===== src/rtl/pll_seq_pkg.sv =====
// Shared types for the PLL lock sequencer: FSM state encoding and the
// width of the saturating lock-loss counter.
package pll_seq_pkg;

  typedef enum logic [2:0] {
    RESET     = 3'd0,
    WAIT_LOCK = 3'd1,
    STABLE    = 3'd2,
    RUN       = 3'd3,
    FAULT     = 3'd4
  } state_t;

  localparam int LOST_W = 8;

endpackage


===== src/rtl/sync_2ff.sv =====
// Generic two-flop synchronizer; both stages clear to 0 on asynchronous
// active-low reset.
module sync_2ff #(
  parameter int WIDTH = 1
) (
  input  logic             i_clk,
  input  logic             i_rst_n,
  input  logic [WIDTH-1:0] i_d,
  output logic [WIDTH-1:0] o_q
);

  logic [WIDTH-1:0] r_meta;
  logic [WIDTH-1:0] r_sync;

  always_ff @(posedge i_clk or negedge i_rst_n) begin
    if (!i_rst_n) begin
      r_meta <= '0;
      r_sync <= '0;
    end else begin
      r_meta <= i_d;
      r_sync <= r_meta;
    end
  end

  assign o_q = r_sync;

endmodule


===== src/rtl/pll_lock_sequencer.sv =====
// Brings up an SB_PLL40_CORE: pulses RESETB, waits for a stable LOCK with
// timeout and bounded retries, then releases the downstream reset.
module pll_lock_sequencer
  import pll_seq_pkg::*;
#(
  parameter int  RESET_CYCLES  = 16,
  parameter int  LOCK_TIMEOUT  = 12000,
  parameter int  STABLE_CYCLES = 1024,
  parameter int  MAX_RETRIES   = 3,
  localparam int RC_W          = (MAX_RETRIES > 0) ? $clog2(MAX_RETRIES + 1) : 1
) (
  input  logic              clock_in,
  input  logic              reset_n,
  input  logic              pll_locked,
  input  logic              restart,
  output logic              pll_resetb,
  output logic              sys_reset_n,
  output logic              ready,
  output logic              fault,
  output logic [RC_W-1:0]   retry_count,
  output logic [LOST_W-1:0] lock_lost_count
);

  localparam int CNT_MAX_RT = (RESET_CYCLES > LOCK_TIMEOUT) ? RESET_CYCLES : LOCK_TIMEOUT;
  localparam int CNT_MAX    = (CNT_MAX_RT > STABLE_CYCLES) ? CNT_MAX_RT : STABLE_CYCLES;
  localparam int CNT_W      = $clog2(CNT_MAX + 1);

  localparam logic [CNT_W-1:0]  RST_LAST = CNT_W'(RESET_CYCLES - 1);
  localparam logic [CNT_W-1:0]  TO_LAST  = CNT_W'(LOCK_TIMEOUT - 1);
  localparam logic [CNT_W-1:0]  STB_LAST = CNT_W'(STABLE_CYCLES - 1);
  localparam logic [CNT_W-1:0]  CNT_ONE  = CNT_W'(1);
  localparam logic [RC_W-1:0]   RC_MAX   = RC_W'(MAX_RETRIES);
  localparam logic [RC_W-1:0]   RC_ONE   = RC_W'(1);
  localparam logic [LOST_W-1:0] LOST_ONE = LOST_W'(1);

  state_t             r_state, w_state_nxt;
  logic [CNT_W-1:0]   r_cnt, w_cnt_nxt;
  logic [RC_W-1:0]    r_retry, w_retry_nxt;
  logic [LOST_W-1:0]  r_lost, w_lost_nxt;
  logic               r_pll_resetb, r_sys_reset_n, r_ready, r_fault;
  logic               w_locked_s;

  sync_2ff #(.WIDTH(1)) u_lock_sync (
    .i_clk   (clock_in),
    .i_rst_n (reset_n),
    .i_d     (pll_locked),
    .o_q     (w_locked_s)
  );

  // One shared counter: it is cleared on every state entry, so each state
  // measures its own dwell time against its own terminal value.
  always_comb begin
    w_state_nxt = r_state;
    w_cnt_nxt   = r_cnt;
    w_retry_nxt = r_retry;
    w_lost_nxt  = r_lost;
    if (restart) begin
      w_state_nxt = RESET;
      w_cnt_nxt   = '0;
      w_retry_nxt = '0;
    end else begin
      case (r_state)
        RESET: begin
          if (r_cnt == RST_LAST) begin
            w_state_nxt = WAIT_LOCK;
            w_cnt_nxt   = '0;
          end else begin
            w_cnt_nxt = r_cnt + CNT_ONE;
          end
        end
        WAIT_LOCK: begin
          // Lock seen on the timeout cycle still wins.
          if (w_locked_s) begin
            w_state_nxt = STABLE;
            w_cnt_nxt   = '0;
          end else if (r_cnt == TO_LAST) begin
            w_cnt_nxt = '0;
            if (r_retry == RC_MAX) begin
              w_state_nxt = FAULT;
            end else begin
              w_state_nxt = RESET;
              w_retry_nxt = r_retry + RC_ONE;
            end
          end else begin
            w_cnt_nxt = r_cnt + CNT_ONE;
          end
        end
        STABLE: begin
          if (!w_locked_s) begin
            w_state_nxt = WAIT_LOCK;
            w_cnt_nxt   = '0;
          end else if (r_cnt == STB_LAST) begin
            w_state_nxt = RUN;
            w_cnt_nxt   = '0;
          end else begin
            w_cnt_nxt = r_cnt + CNT_ONE;
          end
        end
        RUN: begin
          if (!w_locked_s) begin
            w_state_nxt = RESET;
            w_cnt_nxt   = '0;
            w_retry_nxt = '0;
            w_lost_nxt  = (r_lost == '1) ? r_lost : r_lost + LOST_ONE;
          end
        end
        FAULT: begin
          w_state_nxt = FAULT;
        end
        default: begin
          w_state_nxt = RESET;
          w_cnt_nxt   = '0;
        end
      endcase
    end
  end

  // Outputs are decoded from the next state so they move on the same edge.
  always_ff @(posedge clock_in or negedge reset_n) begin
    if (!reset_n) begin
      r_state       <= RESET;
      r_cnt         <= '0;
      r_retry       <= '0;
      r_lost        <= '0;
      r_pll_resetb  <= 1'b0;
      r_sys_reset_n <= 1'b0;
      r_ready       <= 1'b0;
      r_fault       <= 1'b0;
    end else begin
      r_state       <= w_state_nxt;
      r_cnt         <= w_cnt_nxt;
      r_retry       <= w_retry_nxt;
      r_lost        <= w_lost_nxt;
      r_pll_resetb  <= (w_state_nxt == WAIT_LOCK) || (w_state_nxt == STABLE) ||
                       (w_state_nxt == RUN);
      r_sys_reset_n <= (w_state_nxt == RUN);
      r_ready       <= (w_state_nxt == RUN);
      r_fault       <= (w_state_nxt == FAULT);
    end
  end

  assign pll_resetb      = r_pll_resetb;
  assign sys_reset_n     = r_sys_reset_n;
  assign ready           = r_ready;
  assign fault           = r_fault;
  assign retry_count     = r_retry;
  assign lock_lost_count = r_lost;

endmodule


===== config.mk =====
export PLATFORM = sky130hd
export DESIGN_NAME = pll_lock_sequencer
export DESIGN_NICKNAME = d
export VERILOG_FILES = /design/src/rtl/pll_seq_pkg.sv /design/src/rtl/sync_2ff.sv /design/src/rtl/pll_lock_sequencer.sv
export SDC_FILE = /design/constraint.sdc
export NUM_CORES = 1
export LEC_CHECK = 0
export BUFFER_PORTS_ARGS = -buffer_cell sky130_fd_sc_hd__buf_2
export CORE_ASPECT_RATIO = 1.25
export CORE_UTILIZATION = 53
export DETAILED_ROUTE_END_ITERATION = 8
export PLACE_DENSITY = 0.84
export SKIP_CTS_REPAIR_TIMING = 1
export SKIP_LAST_GASP = 1
export SLEW_MARGIN = 0
export SYNTH_ARGS = -nofsm -noshare
export SYNTH_HDL_FRONTEND = slang
export SYNTH_SLANG_ARGS = --single-unit
export TNS_END_PERCENT = 20

===== constraint.sdc =====
create_clock -name clock_in -period 2.55 [get_ports clock_in]
set_clock_uncertainty 0.1 [all_clocks]
set_input_delay 0.1275 -clock clock_in [delete_from_list [all_inputs] [get_ports clock_in]]
set_output_delay 0.1275 -clock clock_in [all_outputs]
set_load 0.005 [all_outputs]

# Word level (Yosys, flattened, before mapping)

Cells that the tools add are included.

Register bits: 32
Latch bits: 0
RAM bits: 0
Memory bits (read-only): 0
Output and inout bits: 14
Word-level logic and storage cells: 63
Memories: 0

Add/sub/neg operators: 3
Multipliers: 0
Divide/modulo/power cells: 0
Order comparisons: 0
Eq/ne operators: 18
Shift-type cells: 0
Mux-type cells: 23
Bitwise logic cells: 3
Reductions and logical operators: 7

Operator list:

| kind                  | count |
|---|---|
| $mux 14               | 7 |
| $pmux 14 s5           | 1 |
| $mux 3                | 8 |
| $pmux 3 s5            | 1 |
| $add 14x1->14 const B | 1 |
| $eq 14x10->1 const B  | 1 |
| $eq 14x14->1 const B  | 1 |
| $eq 14x4->1 const B   | 1 |
| $eq 3x2->1 const B    | 4 |
| $ne 3x3->1 const B    | 4 |
| $mux 2                | 5 |
| $add 8x1->8 const B   | 1 |
| $eq 8x8->1 const B    | 1 |
| $eq 3x1->1 const B    | 2 |
| $eq 3x3->1 const B    | 2 |
| $reduce_and 5->1      | 1 |
| $pmux 2 s2            | 1 |
| $reduce_and 4->1      | 1 |
| $logic_not 3->1       | 1 |
| $not 1->1             | 3 |
| $reduce_bool 3->1     | 1 |
| $add 2x1->2 const B   | 1 |
| $eq 2x2->1 const B    | 1 |
| $logic_or 1x1->1      | 2 |
| 2 further kinds       | 2 |

# Depth between registers and ports, before layout

Depth after elaboration: 9
Mapped depth: 7
Depth with buffers taken out: 6

# Hierarchy

Synthesis repeated with hierarchy kept, for this count alone.

Cells, all modules: 186
Area, all modules: 1799.2 µm²

By module, submodules not included:

| module             | instances | cells an instance | area each (µm²) | sequential area each (µm²) |
|---|---|---|---|---|
| pll_lock_sequencer | 1         | 184               | 1749.2          | 750.7 |
| sync_2ff           | 1         | 2                 | 50.0            | 50.0 |

# Least setup slack after synthesis

No wires, ideal clock.

Path kind: register to register
Start point: register r_cnt[10]
End point: register r_cnt[7]
Library setup time: 0.118 ns
Data arrival time: 2.208 ns
Slack: 0.124 ns
Cell stages (with the launch flop): 8
Buffers on the path: 2
Cell sequence: dfrtp_1 > buf_6 > or4_4 > or4_4 > o2bb2ai_2 > buf_6 > o221a_1 > a21o_1

Longest elaborated chain between the ends: 5
Elaborated cells on any way between the ends: 10
Those cells by class: 3 x eq/ne; 7 x mux

Ends and longest elaborated chain:

| what                                                | line                                               | source |
|---|---|---|
| start: declaration                                  | pll_lock_sequencer.sv:37                           | `logic [CNT_W-1:0] r_cnt, w_cnt_nxt;` |
| start signal: assignment                            | pll_lock_sequencer.sv:131                          | `r_cnt <= w_cnt_nxt;` |
| $eq 14x10->1 / $eq 14x14->1 (equally long branches) | pll_lock_sequencer.sv:92, pll_lock_sequencer.sv:76 |  |
| $mux 14, on equally long branches                   | pll_lock_sequencer.sv:92, pll_lock_sequencer.sv:76 |  |
| $mux 14, on equally long branches                   | pll_lock_sequencer.sv:89, pll_lock_sequencer.sv:73 |  |
| $pmux 14 s5 *                                       | pll_lock_sequencer.sv:62                           | `case (r_state)` |
| $mux 14 *                                           | pll_lock_sequencer.sv:57                           | `if (restart) begin` |

Every way passes the cells marked *; elsewhere a longest branch is shown, timed or not.
A chain may end at the register's enable or synchronous reset.

# Final worst setup path

Start point: register r_cnt[12]
End point: register r_cnt[2]

Same word-level chain as after synthesis.

==> results.toml <==
[hold_path]
hold_path_end = "fault$_DFF_PN0_"
hold_class = "in2reg"
hp-start = "restart"
hold_depth = 2

[yosys]
synth_area_um2 = 1850
synth_top_family_by_area = "simple AND/OR/NAND/NOR gates"
syn_area_per_cell_um2 = 9.45
yosysWarnings = 0
synth_adder_area_share_pct = 2.03
synth-xor-area-share_pct = 5.20
syn_inst = 196
ys_ff_latch = 32
synth_flop_cell = "dfrtp_1"
syn-num-nets = 203
muxShareOfSynthArea_pct = 0
synthSimpleGateAreaFrac_pct = 26.2
synth_compound_area_share_pct = 16.6
async_flop_share_pct = 100
synth_edf_count = 0
synth.lib_cells_used.distinct = 52
seq_area_frac_synth_pct = 43.2

[power_and_ir_drop]
p_sw_share_pct = 23.2
comb_power_share_pct = 4.0
power.density_nw_per_um2 = 463
p_leak_nw = 0.981
p_sw_mw = 0.225
seqPwrFrac_pct = 53.4
pwr-share-clk_pct = 42.6
intPower_mw = 0.746
ir_drop_v = 0.000448

[layout]
nNetsFinal = 231
syn2layout_area_growth_pct = 13.2
final_util_pct = 63.9
layout-drive-gt1-share_pct = 21.8
antenna_cells = 0
num-fill-cells = 282

[drt]
routedWlPerCell_um = 15.1
dr.first_iter.drc_count = 71
vias = 1614
drt.antenna.violating_nets = 0
wl_um = 3960
routed_via_density = 6.16
drt_first_pass_iters = 4
drc = 0

[sta]
tns_ns = 0
fin_crit_ns = 2.38
setup_viol = 0
timing.fmax_ghz = 0.421
layout_setup_ws_ns = 0.174
slew_headroom_pct = 52.2
rsz0062_at_grt = "no"
report.final.slew_viol_count = 0
fin_crit_sh_pct = 93.2
worst_pin_slew_ns = 0.717
hold_violations = 0

[setup_path]
rr_worst_depth = 6
cp_top_family = "simple AND/OR/NAND/NOR gates"
worstSetupPathType = "reg2reg"
crit_path_frequent_cell = "or4_4"
worst_ep_required_time_ns = 2.61
crit_path_max_incr_delay_ns = 0.54
reg2reg_from = "r_cnt[12]$_DFFE_PN0P_"
start_kind = "flop"
slowest_stage = "or4_4"
crit_path_end_kind = "flop"
r2r_slack_ns = 0.17
cp_max_fo = 11
cp.arrival_ns = 2.44
crit_chain = "or4_4 > or4_4 > o2bb2ai_2 > o21ai_1 > buf_4 > o221ai_1"
r2r-end = "r_cnt[2]$_DFFE_PN0P_"
critPathBufInv = 1

[clock_tree]
clockBufferDepth = 2
numClockSinks = 32
cts_root_buf = "clkbuf_8"
numCtsBuffers = 5
htreeDepth = 2
clock_latency_ns = 0.29
cts.clk_slew.worst_paths_ns = 0.07
cts_tree = "yes"

[die]
die_w_um = 54.9
start_util_pct = 56.4
core_um2 = 3280
dieArea_um2 = 3740
num_rows = 23
io_pins = 18
die_y_um = 68.1

[global_route]
grt_max_degree = 33
track_usage_pct = 24.6
overflow = 0
antenna_found_initial = 0
grt_pass1_vias = 1444
grt_pass1_wl_um = 6470

[job]
cap_violations = 0

[placement]
port_buffers = 17
place.gp.congestion = 0.939
dp_hpwl_um = 2790
dp_slack_ns = 0.196

[status]
status = "finished, final reports clean"
-- stage by stage --
stage | instance area, um2 | instances | power (mW) | hold WS (ns)
2_1_floorplan | 1850 | 196 | 0.545 | -0.268
3_3_place_gp | 1980 | 252 | 0.564 | 0.120
3_5_place_dp | 1980 | 252 | 0.565 | 0.122
4_1_cts | 2080 | 260 | 0.975 | -0.191
5_1_grt | 2100 | 262 | 1.00 | 0.0591
6_report | 2100 | 262 | 0.971 | 0.0649
-- cell type report --
| cell class | instances | area (um2) | share of cell area (%) |
|---|---|---|---|
| clock buffers | 7 | 86.3 | 4.12 |
| well taps | 37 | 46.3 | 2.21 |
| clock inverters | 1 | 7.51 | 0.358 |
| inverters | 7 | 26.3 | 1.25 |
| flip-flops and latches | 32 | 801 | 38.2 |
| multi-input cells | 146 | 927 | 44.2 |
| repair buffers | 32 | 203 | 9.67 |
-- synth_stat cells, types with 4 or more instances --
| library cell | instances | area [um2] |
|---|---|---|
| nor4_1 | 5 | 31.3 |
| nand4_1 | 9 | 56.3 |
| dfrtp_1 | 32 | 801 |
| o21ai_0 | 7 | 35.0 |
| nand3_1 | 6 | 30.0 |
| o211ai_1 | 4 | 30.0 |
| xor2_1 | 4 | 35.0 |
| xnor2_1 | 7 | 61.3 |
| inv_1 | 7 | 26.3 |
| nor2_1 | 14 | 52.6 |
| nor3_1 | 7 | 35.0 |
| buf_6 | 5 | 56.3 |
| nand2_1 | 27 | 101 |
| and2_1 | 4 | 25.0 |
| a21oi_1 | 4 | 20.0 |
| a31oi_1 | 5 | 31.3 |
-- power by group through the flow --
| stage | Sequential, mW | Clock (mW) | Combinational, mW |
|---|---|---|---|
| global placement | 0.528 | 0 | 0.0366 |
| finish | 0.519 | 0.414 | 0.0389 |
| global route | 0.519 | 0.439 | 0.0444 |
| CTS | 0.518 | 0.419 | 0.0375 |
| floorplan | 0.527 | 0 | 0.0180 |
| detailed placement | 0.528 | 0 | 0.0373 |
-- state kept, by name (all words and copies together) (netlist names) --
signal              flops
fault                   1
lock_lost_count         8
pll_resetb              1
r_cnt                  14
r_state                 3
ready                   1
retry_count             2
u_lock_sync.o_q         1
u_lock_sync.r_meta      1
-- worst max path at each step --
stage,from,endpoint,slack [ns],cells past startpoint
floorplan,r_cnt[10]$_DFFE_PN0P_,r_cnt[7]$_DFFE_PN0P_,0.12,7
global placement,r_cnt[12]$_DFFE_PN0P_,r_cnt[2]$_DFFE_PN0P_,0.21,6
detailed placement,r_cnt[12]$_DFFE_PN0P_,r_cnt[2]$_DFFE_PN0P_,0.20,6
CTS,r_cnt[12]$_DFFE_PN0P_,r_cnt[2]$_DFFE_PN0P_,0.18,6
global route,r_cnt[0]$_DFFE_PN0P_,pll_resetb$_DFF_PN0_,0.08,7
finish,r_cnt[12]$_DFFE_PN0P_,r_cnt[2]$_DFFE_PN0P_,0.17,6
-- cells by family after synthesis --
logic type | count (synthesis)
flip-flops | 32
buffers and inverters | 18
XOR/XNOR | 11
AND/OR/NAND/NOR | 90
AO/OA/AOI/OAI | 42
adder cells (fa/ha/maj) | 3
-- cells in the final DEF (no fill, tap or decap), types with 2 or more instances in the layout --
| cell type | instances |
|---|---|
| xor2_1 | 4 |
| and2_1 | 4 |
| nor3_1 | 7 |
| o21ai_0 | 7 |
| or4_4 | 2 |
| buf_4 | 13 |
| nor4_1 | 5 |
| or4_1 | 2 |
| xnor2_1 | 7 |
| or2_2 | 2 |
| nor2_1 | 14 |
| o221ai_1 | 3 |
| o21a_1 | 2 |
| nand2_1 | 27 |
| nand3_1 | 6 |
| clkbuf_8 | 6 |
| dfrtp_1 | 32 |
| nand4_1 | 9 |
| inv_1 | 7 |
| a211oi_1 | 3 |
| buf_2 | 17 |
| dlygate4sd3_1 | 2 |
| o31ai_1 | 2 |
| ha_1 | 3 |
| a31oi_1 | 5 |
| a21oi_1 | 4 |
| o211ai_1 | 4 |
-- routing by layer --
layer / track usage, % / routed length, um / vias to the layer above
met1: 29.8 / 1730 / 772
met4: 13.1 / 114 / 0
met3: 8.00 / 226 / 11
met2: 38.0 / 1890 / 55
met5: 0 / 0 / -
li1: - / - / 776
(Power assumes the default switching activity.)
